`config.mk`:
```
export PLATFORM = sky130hd
export DESIGN_NAME = md5_chunk_dispatcher
export DESIGN_NICKNAME = d
export VERILOG_FILES = /design/src/rtl/md5_chunk_dispatcher.sv
export SDC_FILE = /design/constraint.sdc
export NUM_CORES = 1
export LEC_CHECK = 0
export BUFFER_PORTS_ARGS = -buffer_cell sky130_fd_sc_hd__buf_2
export CORE_MARGIN = 2
export CORE_UTILIZATION = 50
export CTS_BUF_LIST = sky130_fd_sc_hd__clkbuf_4 sky130_fd_sc_hd__clkbuf_8
export CTS_CLUSTER_SIZE = 24
export DETAILED_ROUTE_END_ITERATION = 8
export GPL_TIMING_DRIVEN = 0
export PLACE_DENSITY = 0.79
export REMOVE_ABC_BUFFERS = 1
export SYNTH_ARGS = -nofsm -noshare
export SYNTH_HDL_FRONTEND = slang
export SYNTH_SLANG_ARGS = --single-unit
```
`constraint.sdc`:
```
create_clock -name CLK -period 2.5 [get_ports CLK]
set_clock_uncertainty 0.05 [all_clocks]
set_input_delay 0.625 -clock CLK [delete_from_list [all_inputs] [get_ports CLK]]
set_output_delay 0.625 -clock CLK [all_outputs]
set_load 0.01 [all_outputs]
```
`src/rtl/md5_chunk_dispatcher.sv`:
```
// rtl/md5_chunk_dispatcher.sv - round-robin chunk issuer for an array of MD5 search cores
// Optional DISPATCH_STATS_EN adds grant and run-cycle counters.
module md5_chunk_dispatcher #(
    parameter int N_CORES    = 4,
    parameter int SPACE_BITS = 29,
    parameter int CHUNK_BITS = 20
) (
    input  logic                          CLK,
    input  logic                          reset,
    input  logic                          start,
    input  logic                          pause,
    input  logic                          step,
    input  logic [N_CORES-1:0]            core_req,
    input  logic [N_CORES-1:0]            core_busy,
    input  logic [N_CORES-1:0]            core_found,
    output logic [N_CORES-1:0]            core_grant,
    output logic [SPACE_BITS-1:0]         chunk_base,
    output logic                          running,
    output logic                          done,
    output logic                          found,
    output logic [$clog2(N_CORES)-1:0]    found_core
`ifdef DISPATCH_STATS_EN
    ,
    output logic [SPACE_BITS-CHUNK_BITS:0] chunks_issued,
    output logic [31:0]                    run_cycles
`endif
);

    localparam int IW = $clog2(N_CORES);

    localparam logic [2:0] S_IDLE   = 3'd0;
    localparam logic [2:0] S_RUN    = 3'd1;
    localparam logic [2:0] S_PAUSED = 3'd2;
    localparam logic [2:0] S_DRAIN  = 3'd3;
    localparam logic [2:0] S_DONE   = 3'd4;

    localparam logic [SPACE_BITS-1:0] CHUNK_SIZE = SPACE_BITS'(1) << CHUNK_BITS;

    logic [2:0]            state;
    logic [IW-1:0]         rr;
    logic [SPACE_BITS-1:0] next_base;
    logic [N_CORES-1:0]    blocked;

    logic [N_CORES-1:0]    eligible;
    logic [N_CORES-1:0]    blocked_nxt;
    logic                  grant_en;
    logic                  pick_valid;
    logic [IW-1:0]         pick_idx;
    logic                  do_grant;
    logic                  found_ev;
    logic [IW-1:0]         low_idx;
    logic [SPACE_BITS-1:0] nb_inc;
    logic                  wrap;
    logic                  active;

    assign active = (state == S_RUN) || (state == S_PAUSED) || (state == S_DRAIN);

    always_comb begin
        int      idx;
        logic [IW-1:0] idx_w;
        idx        = 0;
        idx_w      = '0;
        eligible   = core_req & ~blocked;
        pick_valid = 1'b0;
        pick_idx   = '0;
        // Scan upward from the round-robin pointer, wrapping past the top core.
        for (int k = 0; k < N_CORES; k++) begin
            idx   = (int'(rr) + k) % N_CORES;
            idx_w = IW'(idx);
            if (!pick_valid && eligible[idx_w]) begin
                pick_valid = 1'b1;
                pick_idx   = idx_w;
            end
        end

        low_idx = '0;
        for (int k = N_CORES - 1; k >= 0; k--) begin
            if (core_found[k]) low_idx = IW'(k);
        end

        found_ev = (|core_found) && !found && active;
        grant_en = !(|core_found) &&
                   (((state == S_RUN) && !pause) || ((state == S_PAUSED) && step));
        do_grant = grant_en && pick_valid;

        nb_inc = next_base + CHUNK_SIZE;
        wrap   = (nb_inc == '0);

        // A granted core must drop req once before it becomes eligible again.
        blocked_nxt = blocked & core_req;
        if (do_grant) blocked_nxt[pick_idx] = 1'b1;
    end

    always_ff @(posedge CLK) begin
        if (reset) begin
            state      <= S_IDLE;
            rr         <= '0;
            next_base  <= '0;
            blocked    <= '0;
            core_grant <= '0;
            chunk_base <= '0;
            found      <= 1'b0;
            found_core <= '0;
        end else begin
            core_grant <= '0;
            blocked    <= blocked_nxt;

            if (do_grant) begin
                core_grant <= N_CORES'(1) << pick_idx;
                chunk_base <= next_base;
                next_base  <= nb_inc;
                rr         <= (pick_idx == IW'(N_CORES - 1)) ? '0 : pick_idx + 1'b1;
            end

            if (found_ev) begin
                found      <= 1'b1;
                found_core <= low_idx;
            end

            case (state)
                S_IDLE: begin
                    if (start) state <= S_RUN;
                end
                S_RUN: begin
                    if (found_ev || (do_grant && wrap)) state <= S_DRAIN;
                    else if (pause)                     state <= S_PAUSED;
                end
                S_PAUSED: begin
                    if (found_ev || (do_grant && wrap)) state <= S_DRAIN;
                    else if (!pause)                    state <= S_RUN;
                end
                S_DRAIN: begin
                    if (core_busy == '0) state <= S_DONE;
                end
                S_DONE: state <= S_DONE;
                default: state <= S_IDLE;
            endcase
        end
    end

    assign running = (state == S_RUN) && !pause;
    assign done    = (state == S_DONE);

`ifdef DISPATCH_STATS_EN
    always_ff @(posedge CLK) begin
        if (reset) begin
            chunks_issued <= '0;
            run_cycles    <= '0;
        end else begin
            if (do_grant) chunks_issued <= chunks_issued + 1'b1;
            if (active && (run_cycles != '1)) run_cycles <= run_cycles + 1'b1;
        end
    end
`else
`endif

endmodule

```
==> impl_metrics.csv, run 1 <==
group,metric,value,unit
status,status,"finished, final reports clean",
routing,routed_wl,3680,um
place,port_buffers,34,
cts,ctsLongestPathBuffers,2,
cts,post_cts_resized,0,
critical_path,end_kind,"flip-flop",
critical_path,crit_chain,"buf_2 -> or4_4 -> nor2_2 -> nand3_4 -> or4_1 -> a21oi_1",
die,die_h,66.4,um
logic_synthesis,synthAdderAreaFrac,0.0386,
routing,drtAntennaViolNets,0,
grt,antenna_found_initial,0,
critical_path,crit_type,"in -> reg",
pwr,ir_drop,0.000301,V
logic_synthesis,syn_inst,236,
logic_synthesis,yosysSeqAreaShare,0.350,
logic_synthesis,yosys_warnings,0,
die,initial_utilization,0.527,
pwr,power_frac_comb,0.184,
logic_synthesis,synth_xor_xnor_area_share,0.0315,
cts,cts_tree,"done",
cells_and_area,final_cell_mix,"dfxtp_1, buf_2, nand2_1",
logic_synthesis,syn_area,0.00195,mm2
critical_path,slowest_delay,0.57,ns
cts,hold_buffers,0,
timing,slew_violations,0,
cells_and_area,nets,286,
grt,grt_usage,0.175,
flow_run,maxCapViolations,0,
routing,drc_errors,0,
logic_synthesis,synth_area_per_cell,8.24,um2
cts,htreeDepth,2,
critical_path,crit_path_top_delay_cell,"or4_4",
cts,worstSkewPairLatency,0.28,ns
timing,fin_crit,2.27,ns
cells_and_area,final_area,0.00212,mm2
logic_synthesis,synth_top_family_by_area,"simple AND/OR/NAND/NOR gates",
cts,root_buffer,"clkbuf_8",
cells_and_area,final_core_util,0.576,
die,rows,22,
logic_synthesis,muxShareOfSynthArea,0.00579,
logic_synthesis,synthArstFlopShare,0,
pwr,seqPwrFrac,0.482,
cts,clock-sinks,34,
die,core_area,0.00369,mm2
logic_synthesis,synth-simple-area-share,0.248,
timing,finalHoldViolations,0,
grt,grt_start_max_net_pins,37,
timing,hold_ws,0.404,ns
grt,grt_pass1_vias,1371,
timing,fin_ws,0.228,ns
timing,max_freq,0.440,GHz
logic_synthesis,synth-seq-cells,34,
grt,grt_first_pass_wirelength,6010,um
die,die-area,0.00441,mm2
pwr,p_leak,0.000870,uW
logic_synthesis,yosysUniqueCellTypes,53,
cells_and_area,fillers,364,
critical_path,path_buf_inv,1,
place,globalplace.congestion,0.803,
hold_path,min_path_type,"reg -> reg",
pwr,total_power,1250,uW
logic_synthesis,synth_compound_area_frac,0.186,
cells_and_area,drive_above_1_share,0.227,
place,hpwlAfterDp,2500,um
cts,post_cts_buffers,0,
place,place_area,0.00202,mm2
timing,relSlewSlack,0.532,
critical_path,crit_required,2.66,ns
logic_synthesis,synth_edf_count,0,
routing,post_drt_wl_per_cell,11.8,um
routing,vias,1660,
critical_path,cp-start-kind,"input port",
pwr,power.share.switching,0.293,
critical_path,worst_ep_arrival_time,2.44,ns
logic_synthesis,synth_flop_cell,"dfxtp_1",
cells_and_area,syn2layout_area_growth,9.13,%
routing,first_iter_violations,134,
die,die_w,66.4,um
pwr,p_switching,367,uW
routing,dr.pass1.iters,4,
critical_path,critPathMaxFanout,22,
cts,clkTransAtPathRegs,0.07,ns
place,preCtsSetupSlack,-0.247,ns
pwr,p_clk_frac,0.334,
routing,avgViaCountPerCell,5.32,
timing,finalSetupViolations,0,
timing,rsz0062_at_grt,"false",
pwr,p_per_area,589,mW/mm2
critical_path,cp_top_family,"simple AND/OR/NAND/NOR gates",
timing,tightest_slew,0.701,ns
die,pin_count,55,
pwr,p_int,885,uW
grt,gr-total-overflow,0,
cells_and_area,antennaDiodeCount,0,
timing,period_share,0.909,
cts,cts_made_buffers,5,
[cells by family (layout without fill, tap and decap cells)]
group                      after synthesis  in the layout
AOI/OAI and AO/OA                       49             49
xor gates and xnor gates                 7              7
adders and majority gates                6              6
buffers and inverters                   44             53
DFF                                     34             34
muxes                                    1              1
other                                    1             20
and+or+nand+nor                         94             94
[cells in the mapped netlist, types with 2 or more instances]
| cell type | count | area share |
|---|---|---|
| nand4_1 | 4 | 0.013 |
| xor2_1 | 4 | 0.018 |
| buf_4 | 21 | 0.081 |
| a21oi_2 | 7 | 0.032 |
| or4_1 | 3 | 0.012 |
| inv_1 | 11 | 0.021 |
| and3_1 | 2 | 0.0064 |
| or2_2 | 2 | 0.0064 |
| a21oi_1 | 13 | 0.033 |
| and4_1 | 2 | 0.0090 |
| nor3_1 | 4 | 0.010 |
| o221a_2 | 2 | 0.012 |
| o22a_1 | 2 | 0.0090 |
| and2_1 | 2 | 0.0064 |
| o21ai_0 | 5 | 0.013 |
| a31oi_1 | 2 | 0.0064 |
| nor4_1 | 5 | 0.016 |
| a22oi_1 | 4 | 0.015 |
| nand2b_1 | 6 | 0.019 |
| nand3_1 | 4 | 0.010 |
| xnor2_1 | 3 | 0.014 |
| clkbuf_1 | 4 | 0.0077 |
| buf_2 | 4 | 0.010 |
| nor2b_1 | 2 | 0.0064 |
| nand3b_1 | 2 | 0.0077 |
| nor2_1 | 18 | 0.035 |
| o2111ai_1 | 2 | 0.0090 |
| ha_1 | 6 | 0.039 |
| dfxtp_1 | 34 | 0.35 |
| nand2_1 | 31 | 0.060 |
| a221oi_1 | 2 | 0.0090 |
| or3_1 | 2 | 0.0064 |
[per-layer routing]
layer	global-route usage	wire, um
met1	0.239	1780
met2	0.265	1640
met3	0.0358	215
met4	0.0791	51
met5	0	0
[worst register-to-register path, stage by stage (launching register included)]
cell and delay [ns]:
dfxtp_1 0.48, ha_1 0.35, xnor2_1 0.15, nand3_1 0.09, o32a_1 0.19, o41ai_1 0.46
mux2_2 0.38
[flip-flops by register name, summed over array words and instances (netlist names)]
register	flops
chunk_base	9
core_grant	4
blocked	4
state	3
found_core	2
rr	2
next_base	9
found	1
[per-stage QoR]
stage	setup TNS (ns)	instances
after detailed placement	-3.66	304
final	0	312
after global routing	0	312
after floorplan	0	222
after global placement	-3.71	304
after CTS	0	312
[cell type report]
| cell class | count | area, um2 | area share |
|---|---|---|---|
| multi-input cells | 177 | 1080 | 0.507 |
| flip-flops and latches | 34 | 681 | 0.321 |
| repair buffers | 34 | 170 | 0.0801 |
| clock buffers | 6 | 82.6 | 0.0389 |
| well taps | 48 | 60.1 | 0.0283 |
| inverters | 11 | 41.3 | 0.0194 |
| clock inverters | 2 | 12.5 | 0.00589 |
[power by group through the flow]
stage	sequential, uW	clock [uW]	combinational [uW]
after global placement	614	0	222
final	604	418	230
after detailed placement	615	0	227
after floorplan	618	0	149
after global routing	607	458	256
after CTS	603	433	228
[worst paths after layout]
path / start / end / slack (ns) / cells after the start
max: core_found[1] / next_base[28]$_SDFFE_PP0N_ / 0.23 / 6
min: chunk_base[23]$_SDFFE_PP0N_ / chunk_base[23]$_SDFFE_PP0N_ / 0.40 / 2
max reg2reg: next_base[21]$_SDFFE_PP0N_ / state[1]$_SDFFE_PP0P_ / 0.24 / 6
min reg2reg: chunk_base[23]$_SDFFE_PP0N_ / chunk_base[23]$_SDFFE_PP0N_ / 0.40 / 2
No activity file was read; power rests on OpenSTA's default activity.
==> run 2, diff against run 1 <==
--- a/config.mk
+++ b/config.mk
@@ -7,12 +7,11 @@
 export LEC_CHECK = 0
 export BUFFER_PORTS_ARGS = -buffer_cell sky130_fd_sc_hd__buf_2
 export CORE_MARGIN = 2
-export CORE_UTILIZATION = 50
-export CTS_BUF_LIST = sky130_fd_sc_hd__clkbuf_4 sky130_fd_sc_hd__clkbuf_8
+export CORE_UTILIZATION = 54
+export CTS_BUF_LIST = sky130_fd_sc_hd__clkbuf_2 sky130_fd_sc_hd__clkbuf_4 sky130_fd_sc_hd__clkbuf_8
 export CTS_CLUSTER_SIZE = 24
 export DETAILED_ROUTE_END_ITERATION = 8
-export GPL_TIMING_DRIVEN = 0
-export PLACE_DENSITY = 0.79
+export PLACE_DENSITY = 0.84
 export REMOVE_ABC_BUFFERS = 1
 export SYNTH_ARGS = -nofsm -noshare
 export SYNTH_HDL_FRONTEND = slang
==> impl_metrics.csv, run 2 (synthesized netlist as in run 1, its figures left out) <==
group,metric,value,unit
grt,antenna_found_initial,0,
cts,cts_made_buffers,5,
routing,first_iter_violations,81,
hold_path,worstHoldPathCells,2,
grt,gr-total-overflow,0,
critical_path,crit_type,"reg -> reg",
cts,hold_buffers,0,
die,initial_utilization,0.574,
status,status,"finished, final reports clean",
critical_path,end_kind,"flip-flop",
cells_and_area,final_cell_mix,"dfxtp_1, buf_2, nand2_1",
pwr,p_clk_frac,0.329,
pwr,p_int,876,uW
critical_path,crit_required,2.70,ns
cts,post_cts_buffers,0,
critical_path,cp-start-kind,"flip-flop",
cells_and_area,stdcell_count,316,
timing,fin_crit,2.18,ns
pwr,power_frac_comb,0.186,
grt,grt_pass1_vias,1424,
pwr,total_power,1250,uW
grt,grt_usage,0.197,
routing,vias,1648,
pwr,p_per_area,581,mW/mm2
grt,grt_start_max_net_pins,33,
place,preCtsSetupSlack,0.107,ns
place,dp.cells,308,
timing,finalHoldViolations,0,
critical_path,cp.depth,6,
routing,routed_wl,3810,um
die,die-area,0.00410,mm2
die,die_w,64.0,um
pwr,seqPwrFrac,0.485,
timing,slew_violations,0,
pwr,p_switching,371,uW
critical_path,critPathMaxFanout,8,
die,die_h,64.0,um
cts,worstSkewPairLatency,0.35,ns
cells_and_area,fillers,319,
timing,fin_ws,0.322,ns
cells_and_area,syn2layout_area_growth,10.2,%
timing,setup_tns,0,ns
place,globalplace.congestion,0.827,
die,pin_count,55,
cts,post_cts_resized,0,
routing,dr.pass1.iters,4,
hold_path,min_path_type,"reg -> reg",
place,port_buffers,34,
cells_and_area,antennaDiodeCount,0,
grt,grt_first_pass_wirelength,6300,um
routing,drtAntennaViolNets,0,
critical_path,worstRegToRegCells,6,
cts,ctsLongestPathBuffers,2,
critical_path,path_buf_inv,0,
timing,finalSetupViolations,0,
critical_path,crit_path_top_delay_cell,"dfxtp_1",
cts,cts_tree,"done",
die,core_area,0.00339,mm2
cells_and_area,nets,292,
cells_and_area,drive_above_1_share,0.241,
critical_path,slowest_delay,0.49,ns
timing,max_freq,0.459,GHz
cts,clock-sinks,34,
cts,root_buffer,"clkbuf_4",
place,hpwlAfterDp,2750,um
critical_path,cp_top_family,"compound AO/OA/AOI/OAI gates",
timing,rsz0062_at_grt,"false",
pwr,power.share.switching,0.297,
critical_path,crit_chain,"ha_1 -> xnor2_1 -> nand3_1 -> o32a_1 -> o41ai_1 -> mux2_2",
cells_and_area,final_core_util,0.633,
cts,htreeDepth,2,
die,rows,21,
pwr,p_leak,0.000888,uW
critical_path,worst_ep_arrival_time,2.38,ns
routing,drc_errors,0,
routing,avgViaCountPerCell,5.22,
timing,period_share,0.871,
pwr,ir_drop,0.000318,V
flow_run,maxCapViolations,0,
routing,post_drt_wl_per_cell,12.0,um
cells_and_area,reg_top3,"chunk_base x9, next_base x9",
cts,clkTransAtPathRegs,0.11,ns
run 2: through the flow:
stage               cell area, um2  hold WS (ns)
floorplan                     1790         0.402
global placement              2060         0.393
detailed placement            2060         0.395
CTS                           2140         0.417
global route                  2140         0.432
finish                        2140         0.412
run 2: tightest hold or removal path, delay by kind of cell, from the launching register on:
kind,cells,cell delay (ns)
AO/OA/AOI/OAI,1,0.05
AND/OR/NAND/NOR,1,0.05
flip-flops,1,0.33
run 2: power by group through the flow:
stage | Sequential, uW | Clock [uW] | Combinational [uW]
final | 604 | 411 | 231
after global routing | 609 | 455 | 255
after floorplan | 618 | 0 | 149
after global placement | 614 | 0 | 226
after detailed placement | 617 | 0 | 229
after CTS | 605 | 422 | 231
run 2: worst paths after layout:
| kind | from | to | slack [ns] |
|---|---|---|---|
| worst max register to register | next_base[20]$_SDFFE_PP0N_ | state[1]$_SDFFE_PP0P_ | 0.32 |
| worst min register to register | chunk_base[23]$_SDFFE_PP0N_ | chunk_base[23]$_SDFFE_PP0N_ | 0.41 |
| worst min-delay path | chunk_base[23]$_SDFFE_PP0N_ | chunk_base[23]$_SDFFE_PP0N_ | 0.41 |
| worst max-delay path | next_base[20]$_SDFFE_PP0N_ | state[1]$_SDFFE_PP0P_ | 0.32 |
run 2: area by class of cell:
cell class              instances  area, um2  area share
multi-input cells             177       1070       0.498
flip-flops and latches         34        681       0.317
repair buffers                 40        215       0.100
well taps                      46       57.6      0.0268
clock inverters                 3       45.0      0.0210
inverters                      11       41.3      0.0193
clock buffers                   5       37.5      0.0175
run 2: per-layer routing:
| layer | routed length, um | global-route usage | vias up |
|---|---|---|---|
| li1 | - | - | 849 |
| met1 | 1830 | 0.256 | 740 |
| met2 | 1700 | 0.307 | 53 |
| met3 | 214 | 0.0528 | 6 |
| met4 | 63 | 0.0815 | 0 |
| met5 | 0 | 0 | - |
==> run 3, diff against run 2 <==
--- a/config.mk
+++ b/config.mk
@@ -6,6 +6,7 @@
 export NUM_CORES = 1
 export LEC_CHECK = 0
 export BUFFER_PORTS_ARGS = -buffer_cell sky130_fd_sc_hd__buf_2
+export CORE_ASPECT_RATIO = 0.6
 export CORE_MARGIN = 2
 export CORE_UTILIZATION = 54
 export CTS_BUF_LIST = sky130_fd_sc_hd__clkbuf_2 sky130_fd_sc_hd__clkbuf_4 sky130_fd_sc_hd__clkbuf_8
==> impl_metrics.csv, run 3 (synthesized netlist as in run 1, its figures left out) <==
group,metric,value,unit
timing,setup_tns,0,ns
timing,fin_ws,0.300,ns
routing,dr.pass1.iters,4,
cells_and_area,reg_top3,"chunk_base x9, next_base x9",
place,port_buffers,34,
routing,drtAntennaViolNets,0,
grt,grt_util_met2,0.288,
critical_path,crit_required,2.62,ns
cells_and_area,final_cell_mix,"dfxtp_1, buf_2, nand2_1",
timing,max_freq,0.455,GHz
cts,clock-sinks,34,
critical_path,crit_type,"reg -> reg",
cts,root_buffer,"clkbuf_8",
die,initial_utilization,0.582,
grt,grt_first_pass_wirelength,6600,um
cells_and_area,antennaDiodeCount,0,
critical_path,critPathMaxFanout,8,
pwr,power_frac_comb,0.189,
die,pin_count,55,
grt,grt_pass1_vias,1379,
routing,first_iter_violations,146,
pwr,seqPwrFrac,0.474,
die,die_h,50.5,um
timing,finalSetupViolations,0,
pwr,p_switching,372,uW
pwr,p_clk_frac,0.337,
timing,slew_violations,0,
cts,post_cts_buffers,0,
critical_path,cp-start-kind,"flip-flop",
cts,hold_buffers,0,
grt,grt_usage,0.216,
cells_and_area,drive_above_1_share,0.238,
place,globalplace.congestion,0.865,
place,hpwlAfterDp,2990,um
timing,fin_crit,2.20,ns
grt,grt_start_max_net_pins,25,
cts,post_cts_resized,0,
timing,period_share,0.880,
cells_and_area,fillers,286,
cts,clkTransAtPathRegs,0.07,ns
die,die_w,81.5,um
routing,avgViaCountPerCell,5.31,
pwr,ir_drop,0.000301,V
grt,gr-total-overflow,0,
die,die-area,0.00411,mm2
grt,grt-busiest-layer,"met1",
status,status,"finished, final reports clean",
grt,met3_usage,0.0612,
cells_and_area,final_area,0.00216,mm2
hold_path,min_path_type,"reg -> reg",
pwr,p_int,900,uW
pwr,power.share.switching,0.292,
cts,htreeDepth,2,
timing,finalHoldViolations,0,
pwr,p_per_area,589,mW/mm2
cts,cts_made_buffers,5,
routing,drc_errors,0,
grt,antenna_found_initial,0,
cts,ctsLongestPathBuffers,2,
routing,post_drt_wl_per_cell,13.0,um
critical_path,worst_ep_arrival_time,2.32,ns
cells_and_area,syn2layout_area_growth,11.1,%
die,rows,16,
flow_run,maxCapViolations,0,
routing,vias,1666,
place,place_area,0.00207,mm2
place,preCtsSetupSlack,0.0753,ns
pwr,p_leak,0.000900,uW
timing,rsz0062_at_grt,"false",
critical_path,end_kind,"flip-flop",
cts,cts_tree,"done",
cells_and_area,nets,291,
cts,worstSkewPairLatency,0.29,ns
routing,routed_wl,4070,um
grt,grt_util_met1,0.320,
die,core_area,0.00334,mm2
==> run 3: path summary, 6_finish.rpt <==
| check | start | endpoint | slack [ns] | cells past startpoint |
|---|---|---|---|---|
| setup / recovery | next_base[21]$_SDFFE_PP0N_ | state[1]$_SDFFE_PP0P_ | 0.30 | 6 |
| hold / removal | chunk_base[23]$_SDFFE_PP0N_ | chunk_base[23]$_SDFFE_PP0N_ | 0.41 | 2 |
| setup reg to reg | next_base[21]$_SDFFE_PP0N_ | state[1]$_SDFFE_PP0P_ | 0.30 | 6 |
| hold reg to reg | chunk_base[23]$_SDFFE_PP0N_ | chunk_base[23]$_SDFFE_PP0N_ | 0.41 | 2 |
==> run 3: layout make-up <==
| cell class | count | area [um2] | area share |
|---|---|---|---|
| well taps | 45 | 56.3 | 0.0261 |
| repair buffers | 39 | 220 | 0.102 |
| flip-flops and latches | 34 | 681 | 0.315 |
| clock inverters | 1 | 5.00 | 0.00232 |
| multi-input cells | 177 | 1070 | 0.494 |
| clock buffers | 7 | 90.1 | 0.0417 |
| inverters | 11 | 41.3 | 0.0191 |
==> run 3: metrics by stage <==
stage | utilization | instances | hold WS, ns | power (uW)
global route | 0.646 | 314 | 0.428 | 1340
finish | 0.646 | 314 | 0.408 | 1270
detailed placement | 0.618 | 306 | 0.394 | 853
CTS | 0.646 | 314 | 0.411 | 1280
global placement | 0.618 | 306 | 0.393 | 846
floorplan | - | 222 | 0.402 | 766
==> run 3: metal layers <==
metal | wire length [um] | up-vias
li1 | - | 842
met1 | 2020 | 734
met2 | 1650 | 86
met3 | 355 | 4
met4 | 39 | 0
met5 | 0 | -
==> run 3: power by group through the flow <==
| stage | sequential [uW] | combinational, uW | clock, uW |
|---|---|---|---|
| 2_1_floorplan | 618 | 149 | 0 |
| 3_3_place_gp | 615 | 231 | 0 |
| 3_5_place_dp | 616 | 237 | 0 |
| 4_1_cts | 603 | 239 | 441 |
| 5_1_grt | 611 | 271 | 459 |
| 6_report | 603 | 240 | 429 |
==> run 3: worst max-delay path, stage by stage (launching register included) <==
cell and delay [ns]:
dfxtp_1 0.46, ha_1 0.34, xnor2_1 0.15, nand3_1 0.09, o32a_1 0.21, o41ai_1 0.41
mux2_2 0.37
